--- src/rtl/fetch_decode.sv ---
// RV32I front end: fetches from instruction memory, decodes fields and
// operands, issues to execute and owns the program counter.
module fetch_decode #(
  parameter logic [31:0] RESET_PC = 32'h0000_0000
) (
  input  logic        clk,
  input  logic        reset,
  output logic        imem_req,
  output logic [31:0] imem_addr,
  input  logic        imem_ready,
  input  logic [31:0] imem_rdata,
  output logic [4:0]  rs1_addr,
  output logic [4:0]  rs2_addr,
  output logic [4:0]  rd_addr,
  input  logic [31:0] rs1_value,
  input  logic [31:0] rs2_value,
  output logic [6:0]  op_code,
  output logic [2:0]  funct3,
  output logic [6:0]  funct7,
  output logic [31:0] input1_value,
  output logic [31:0] input2_value,
  input  logic [31:0] alu_output_value,
  output logic        issue_valid,
  input  logic        issue_ready,
  output logic [31:0] pc,
  output logic        illegal_instr
);

  localparam logic [6:0] OP_R     = 7'b0110011;
  localparam logic [6:0] OP_I     = 7'b0010011;
  localparam logic [6:0] OP_LOAD  = 7'b0000011;
  localparam logic [6:0] OP_S     = 7'b0100011;
  localparam logic [6:0] OP_B     = 7'b1100011;
  localparam logic [6:0] OP_JAL   = 7'b1101111;
  localparam logic [6:0] OP_JALR  = 7'b1100111;
  localparam logic [6:0] OP_AUIPC = 7'b0010111;
  localparam logic [6:0] OP_LUI   = 7'b0110111;

  typedef enum logic [1:0] {
    FETCH,
    DECODE,
    ISSUE
  } state_t;

  state_t      state;
  logic [31:0] instr;

  logic [31:0] imm_i, imm_s, imm_b, imm_j, imm_u;
  logic [31:0] op1_d, op2_d;
  logic        legal;
  logic [31:0] pc_plus4, npc_raw, next_pc, seq_pc;

  assign imem_addr = pc;
  assign op_code   = instr[6:0];
  assign rd_addr   = instr[11:7];
  assign funct3    = instr[14:12];
  assign rs1_addr  = instr[19:15];
  assign rs2_addr  = instr[24:20];
  assign funct7    = instr[31:25];

  assign imm_i = {{20{instr[31]}}, instr[31:20]};
  assign imm_s = {{20{instr[31]}}, instr[31:25], instr[11:7]};
  assign imm_b = {{19{instr[31]}}, instr[31], instr[7],
                  instr[30:25], instr[11:8], 1'b0};
  assign imm_j = {{11{instr[31]}}, instr[31], instr[19:12],
                  instr[20], instr[30:21], 1'b0};
  assign imm_u = {instr[31:12], 12'b0};

  always_comb begin
    legal = 1'b1;
    op1_d = rs1_value;
    op2_d = rs2_value;
    unique case (op_code)
      OP_R, OP_B: ;
      OP_I, OP_LOAD, OP_JALR: op2_d = imm_i;
      OP_S: op2_d = imm_s;
      OP_JAL: begin
        op1_d = pc;
        op2_d = imm_j;
      end
      OP_AUIPC: begin
        op1_d = pc;
        op2_d = imm_u;
      end
      OP_LUI: begin
        op1_d = {12'b0, instr[31:12]};
        op2_d = '0;
      end
      default: legal = 1'b0;
    endcase
  end

  // Branches use the ALU only as the taken condition; target is local.
  always_comb begin
    pc_plus4 = pc + 32'd4;
    npc_raw  = pc_plus4;
    unique case (op_code)
      OP_B: begin
        if (alu_output_value != '0)
          npc_raw = pc + imm_b;
      end
      OP_JAL:  npc_raw = alu_output_value;
      OP_JALR: npc_raw = alu_output_value & ~32'd1;
      default: npc_raw = pc_plus4;
    endcase
  end

  assign next_pc = {npc_raw[31:2], 2'b00};
  assign seq_pc  = {pc_plus4[31:2], 2'b00};

  always_ff @(posedge clk or posedge reset) begin
    if (reset) begin
      state         <= FETCH;
      pc            <= RESET_PC;
      instr         <= '0;
      input1_value  <= '0;
      input2_value  <= '0;
      imem_req      <= 1'b0;
      issue_valid   <= 1'b0;
      illegal_instr <= 1'b0;
    end else begin
      illegal_instr <= 1'b0;
      unique case (state)
        FETCH: begin
          if (imem_req && imem_ready) begin
            instr    <= imem_rdata;
            imem_req <= 1'b0;
            state    <= DECODE;
          end else begin
            imem_req <= 1'b1;
          end
        end
        DECODE: begin
          if (legal) begin
            input1_value <= op1_d;
            input2_value <= op2_d;
            issue_valid  <= 1'b1;
            state        <= ISSUE;
          end else begin
            illegal_instr <= 1'b1;
            pc            <= seq_pc;
            imem_req      <= 1'b1;
            state         <= FETCH;
          end
        end
        ISSUE: begin
          if (issue_ready) begin
            issue_valid <= 1'b0;
            pc          <= next_pc;
            imem_req    <= 1'b1;
            state       <= FETCH;
          end
        end
        default: state <= FETCH;
      endcase
    end
  end

endmodule

--- config.mk ---
export PLATFORM = sky130hd
export DESIGN_NAME = fetch_decode
export DESIGN_NICKNAME = d
export VERILOG_FILES = /design/src/rtl/fetch_decode.sv
export SDC_FILE = /design/constraint.sdc
export NUM_CORES = 1
export LEC_CHECK = 0
export CORE_ASPECT_RATIO = 2
export CORE_MARGIN = 4
export CORE_UTILIZATION = 43
export DETAILED_ROUTE_END_ITERATION = 16
export GPL_TIMING_DRIVEN = 1
export PLACE_DENSITY = 0.72
export SETUP_SLACK_MARGIN = 0.05
export SYNTH_ARGS = -nofsm -noshare
export SYNTH_HDL_FRONTEND = slang
export SYNTH_SLANG_ARGS = --single-unit
--- constraint.sdc ---
create_clock -name clk -period 5.22 [get_ports clk]
set_input_delay 0.783 -clock clk [delete_from_list [all_inputs] [get_ports clk]]
set_output_delay 0.783 -clock clk [all_outputs]
set_load 0.005 [all_outputs]
* Word-level counts from Yosys, hierarchy flattened
Cells that the tools add are included.
** Operators by class
- Add/subtract/negate cells :: 2
- Multiply operators :: 0
- Div/mod/pow operators :: 0
- Magnitude comparators :: 0
- Eq/ne operators :: 15
- Shift-type cells :: 0
- Mux-type cells :: 21
- Bitwise logic cells :: 0
- Reduce and logical (&&, ||, !) cells :: 14
** Operators with widths (count)
- $pmux 32 s5 :: 1
- $pmux 32 s2 :: 2
- $mux 32 :: 3
- $pmux 32 s3 :: 1
- $add 32x3->32 const B :: 1
- $add 32x32->32 :: 1
- $reduce_bool 32->1 :: 1
- $eq 7x6->1 const B :: 3
- $eq 7x7->1 const B :: 3
- $eq 7x5->1 const B :: 2
- $reduce_and 3->1 :: 3
- $reduce_or 9->1 :: 1
- $mux 1 :: 8
- $ne 2x2->1 const B :: 4
- $eq 7x2->1 const B :: 1
- $mux 2 :: 3
- $pmux 2 s3 :: 1
- $reduce_and 2->1 :: 3
- $pmux 1 s3 :: 1
- $reduce_bool 3->1 :: 1
- $reduce_or 3->1 :: 1
- $eq 2x1->1 const B :: 1
- $eq 2x2->1 const B :: 1
- $logic_not 2->1 :: 1
- 4 further kinds :: 4
** Word-level totals
- Register bits :: 133
- Bits in latches :: 0
- Bits in writable memories :: 0
- ROM bits :: 0
- Input bits :: 132
- Output and inout bits :: 163
- Logic and storage cells :: 60
- Memories :: 0

* Depth between registers and ports, before layout
- Depth after elaboration :: 5
- Gate-level depth with buffers :: 12
- Mapped depth without buffers :: 12

* Least setup slack after synthesis
OpenSTA, ideal clock, no wires.
- Path kind :: register to register
- From :: register instr[31]
- To :: register pc[26] (netlist: imem_addr[26])
- Library setup time :: 0.096 ns
- Data arrival time :: 2.837 ns
- Required time :: 5.124 ns
- Slack :: 2.288 ns
- Cell stages (with the launch flop) :: 12
- Buffers on the path :: 1
- Clock period less this slack :: 2.932 ns
- Cell sequence :: dfrtp_1 > ha_1 > buf_2 > a21oi_2 > o21ai_1 > or4_1 > a21oi_4 > o31ai_4 > a31oi_4 > o221ai_2 > a21boi_1 > o31ai_1
** Between the ends
- Word-level cells in the longest chain between the ends :: 5
** RTL lines
- from (decl) :: line 46 : logic [31:0] instr;
- from (signal assigned) :: line 126 : instr <= imem_rdata;
- $add 32x32->32 :: line 100 : npc_raw = pc + imm_b;
- $mux 32 :: line 99 : if (alu_output_value != '0)
- $pmux 32 s3 :: line 97 : unique case (op_code)
- $mux 32 :: line 147 : if (issue_ready) begin
- $pmux 32 s2 :: line 123 : unique case (state)
- to (signal assigned) :: line 141 : pc <= seq_pc;
- to (signal assigned) :: line 149 : pc <= next_pc;
- to (decl) :: line 25 : output logic [31:0] pc,
No other way between the ends. The select of a mux whose other input is x is not followed.
A chain may end at the register's enable or synchronous reset.

* Final worst setup path
- From :: register instr[3]
- To :: register pc[24] (netlist: imem_addr[24])
** Between the ends
- Word-level cells in the longest chain between the ends :: 5
- Elaborated cells between the ends (all ways) :: 16
- Classes of those cells :: 10 x eq/ne; 4 x mux; 2 x reduce/logical
** RTL lines
- $eq 7x7->1 (tied with other cells) :: line 73, 97
- $reduce_or 9->1 (no line)
- $mux 1 :: line 73 : unique case (op_code)
- $ne 2x2->1 (no line)
- $reduce_and 3->1 (no line)
Parallel ways exist; a longest one is shown, timed or not. The select of a mux whose other input is x is not followed.

==> flow_summary.yaml <==
pwr:
  finalPower_mw: 7.209
  ir_drop_uv: 280.4
  p_per_area_mw_per_mm2: 569.3
  power.leakage_nw: 5.240
global_routing:
  antenna_found_initial: 0
  grtUsageMet1_pct: 32.64
  met3_usage_pct: 4.165
  grt_busiest_layer: "met2"
  grt_max_degree: 99
  grt_pass1_vias: 9940
  met2_usage_pct: 59.96
  grt_pass1_wl_um: 59760
  grt_usage_pct: 32.57
  grt_overflow: 0
route:
  ant_nets: 0
  drc: 0
  vias: 9719
  detailedRoute.firstPassIterationCount: 6
  viasPerCell: 6.078
  drtIter0Drc: 813
  drt_wl_total_um: 39830
  avgRoutedWirePerCell_um: 24.91
logic_synthesis:
  synth_seq_cells: 131
  async_flop_share_pct: 100.0
  synth_edf_count: 0
  synthFlopType: "dfrtp_1"
  yosys_warnings: 0
  ys_seq_area_share_pct: 35.48
  syn_inst: 1089
  synth.avg_cell_area_um2: 8.485
  yosysUniqueCellTypes: 79
  synth_area_mm2: 0.009240
placed_design:
  port-buffer-count: 290
  dp_hpwl_um: 30510
  gp_congestion: 1.083
  placed_cell_area_mm2: 0.01209
  preCtsSetupSlack_ps: 1571
finish:
  fin_util_pct: 59.98
  syn2layout_area_growth_pct: 37.05
  fillCellCount: 1901
  final-seq-area_mm2: 0.003278
  n_antenna_cell: 0
  drive_above_1_share_pct: 8.647
  final_nets: 1485
  final_common_cell: "clkdlybuf4s50_1"
  multiInputGateArea_mm2: 0.005381
  final_cell_mix: "clkdlybuf4s50_1, nand2_1, o21ai_0"
  final_area_mm2: 0.01266
cts:
  clk_pin_slew_ps: 60
  cts_hold_buf: 0
  h-tree-depth: 4
  clock_sinks: 131
  cts_tree: "built"
  root_buffer: "clkbuf_16"
  cts_max_path_buffers: 2
  numCtsBuffers: 17
  clk_latency_ps: 430
  cts_resized: 0
  cts_setup_buffers: 0
worst_setup_path:
  cp-end-kind: "register"
  crit_path_start: "instr[3]"
  crit_type: "reg -> reg"
  r2r-start: "instr[3]"
  arrival_ps: 4000
  start_kind: "register"
  crit_required_ps: 5520
  rr_worst_depth: 8
  critPathMaxFanout: 41
min_path:
  hold_depth: 2
  min_from: "input2_value[28]"
  hold_class: "reg -> reg"
floorplan:
  die-width_um: 111.7
  coreArea_mm2: 0.02111
  pin_count: 295
  rows: 75
  dieArea_mm2: 0.02404
  die_h_um: 215.3
  initial_core_util_pct: 43.76
timing:
  fin_crit_sh_pct: 70.77
  rsz0062_at_grt: "no"
  fmax_mhz: 270.7
  worst_slew_pin_slew_ps: 955.1
  setup_viol_count_final: 0
  fin_worst_skew_ps: 8.707
  final_max_slew_viol_count: 0
  min_period_ps: 3694
  fin_ws_ps: 1526
  slew-limit-headroom_pct: 36.33
  finalHoldViolations: 0
  tns_ps: 0
outcome:
  run_status: "complete, no violations"
job:
  maxCapViolations: 0
-- cells in the mapped netlist, drive strengths merged (20+ instances only) --
master | number | share of area (%)
mux2 | 33 | 4.0
clkbuf | 39 | 1.6
o21ai | 138 | 7.5
xnor2 | 25 | 2.4
a21oi | 97 | 5.5
nand2 | 159 | 6.5
and3 | 29 | 2.2
nor2 | 60 | 2.4
buf | 59 | 4.3
dfrtp | 131 | 35
ha | 34 | 4.6
a221oi | 23 | 2.2
nand3 | 22 | 1.4
xor2 | 20 | 2.1
-- final timing paths --
path                               endpoint  slack [ps]
hold / removal             input2_value[28]         480
setup / recovery              imem_addr[24]        1530
setup reg to reg              imem_addr[24]        1530
hold reg to reg            input2_value[28]         480
min in group asynchronous         instr[16]         930
max in group asynchronous          instr[8]        3220
-- cells by family after synthesis --
| family | Yosys count | synth area share [%] |
|---|---|---|
| compound gates | 373 | 25.55 |
| xor+xnor | 45 | 4.428 |
| fa+ha+maj | 35 | 4.821 |
| buf+inv | 117 | 6.608 |
| flops | 131 | 35.48 |
| mux | 35 | 4.238 |
| other cells | 1 | 0.04058 |
| simple gates | 352 | 18.84 |
-- registers in the layout, summed over array words and instances, names as in the netlist --
signal         flops
illegal_instr      1
imem_addr         30
input1_value      32
state              2
issue_valid        1
input2_value      32
imem_req           1
instr             32
-- routing by layer --
metal,part of all wire [%],vias to the layer above
li1,-,4402
met1,33,4611
met2,53,531
met3,5.5,175
met4,8.5,0
met5,0,-
-- critical path, cell delays in order, from the launching register on --
cell and delay [ps]:
dfrtp_1 550, and3b_1 270, a31oi_1 410, nand2b_4 460, nand3_2 740, nor2_1 630, a21boi_0 170, o21ai_0 240
o21ai_1 90
-- per-stage QoR --
| stage | cells | hold slack (ps) |
|---|---|---|
| 2_1_floorplan | 1092 | 473.3 |
| 3_3_place_gp | 1568 | 459.4 |
| 3_5_place_dp | 1568 | 465.0 |
| 4_1_cts | 1599 | 478.5 |
| 5_1_grt | 1599 | 494.7 |
| 6_report | 1599 | 477.1 |
-- layout make-up --
cell class | count | share of cell area (%)
Clock inverter | 12 | 1.047
Multi-Input combinational cell | 844 | 42.50
Inverter | 19 | 0.6027
Clock buffer | 19 | 3.498
Timing Repair Buffer | 305 | 23.81
Sequential cell | 131 | 25.89
Tap cell | 269 | 2.658
-- where the power goes --
part,switching [mW],leakage [nW],internal (mW)
clock network,0.483,0.276,0.714
logic,2.00,3.40,1.91
registers,0.637,1.57,1.46
total,3.13,5.24,4.08
(Power assumes the default switching activity.)
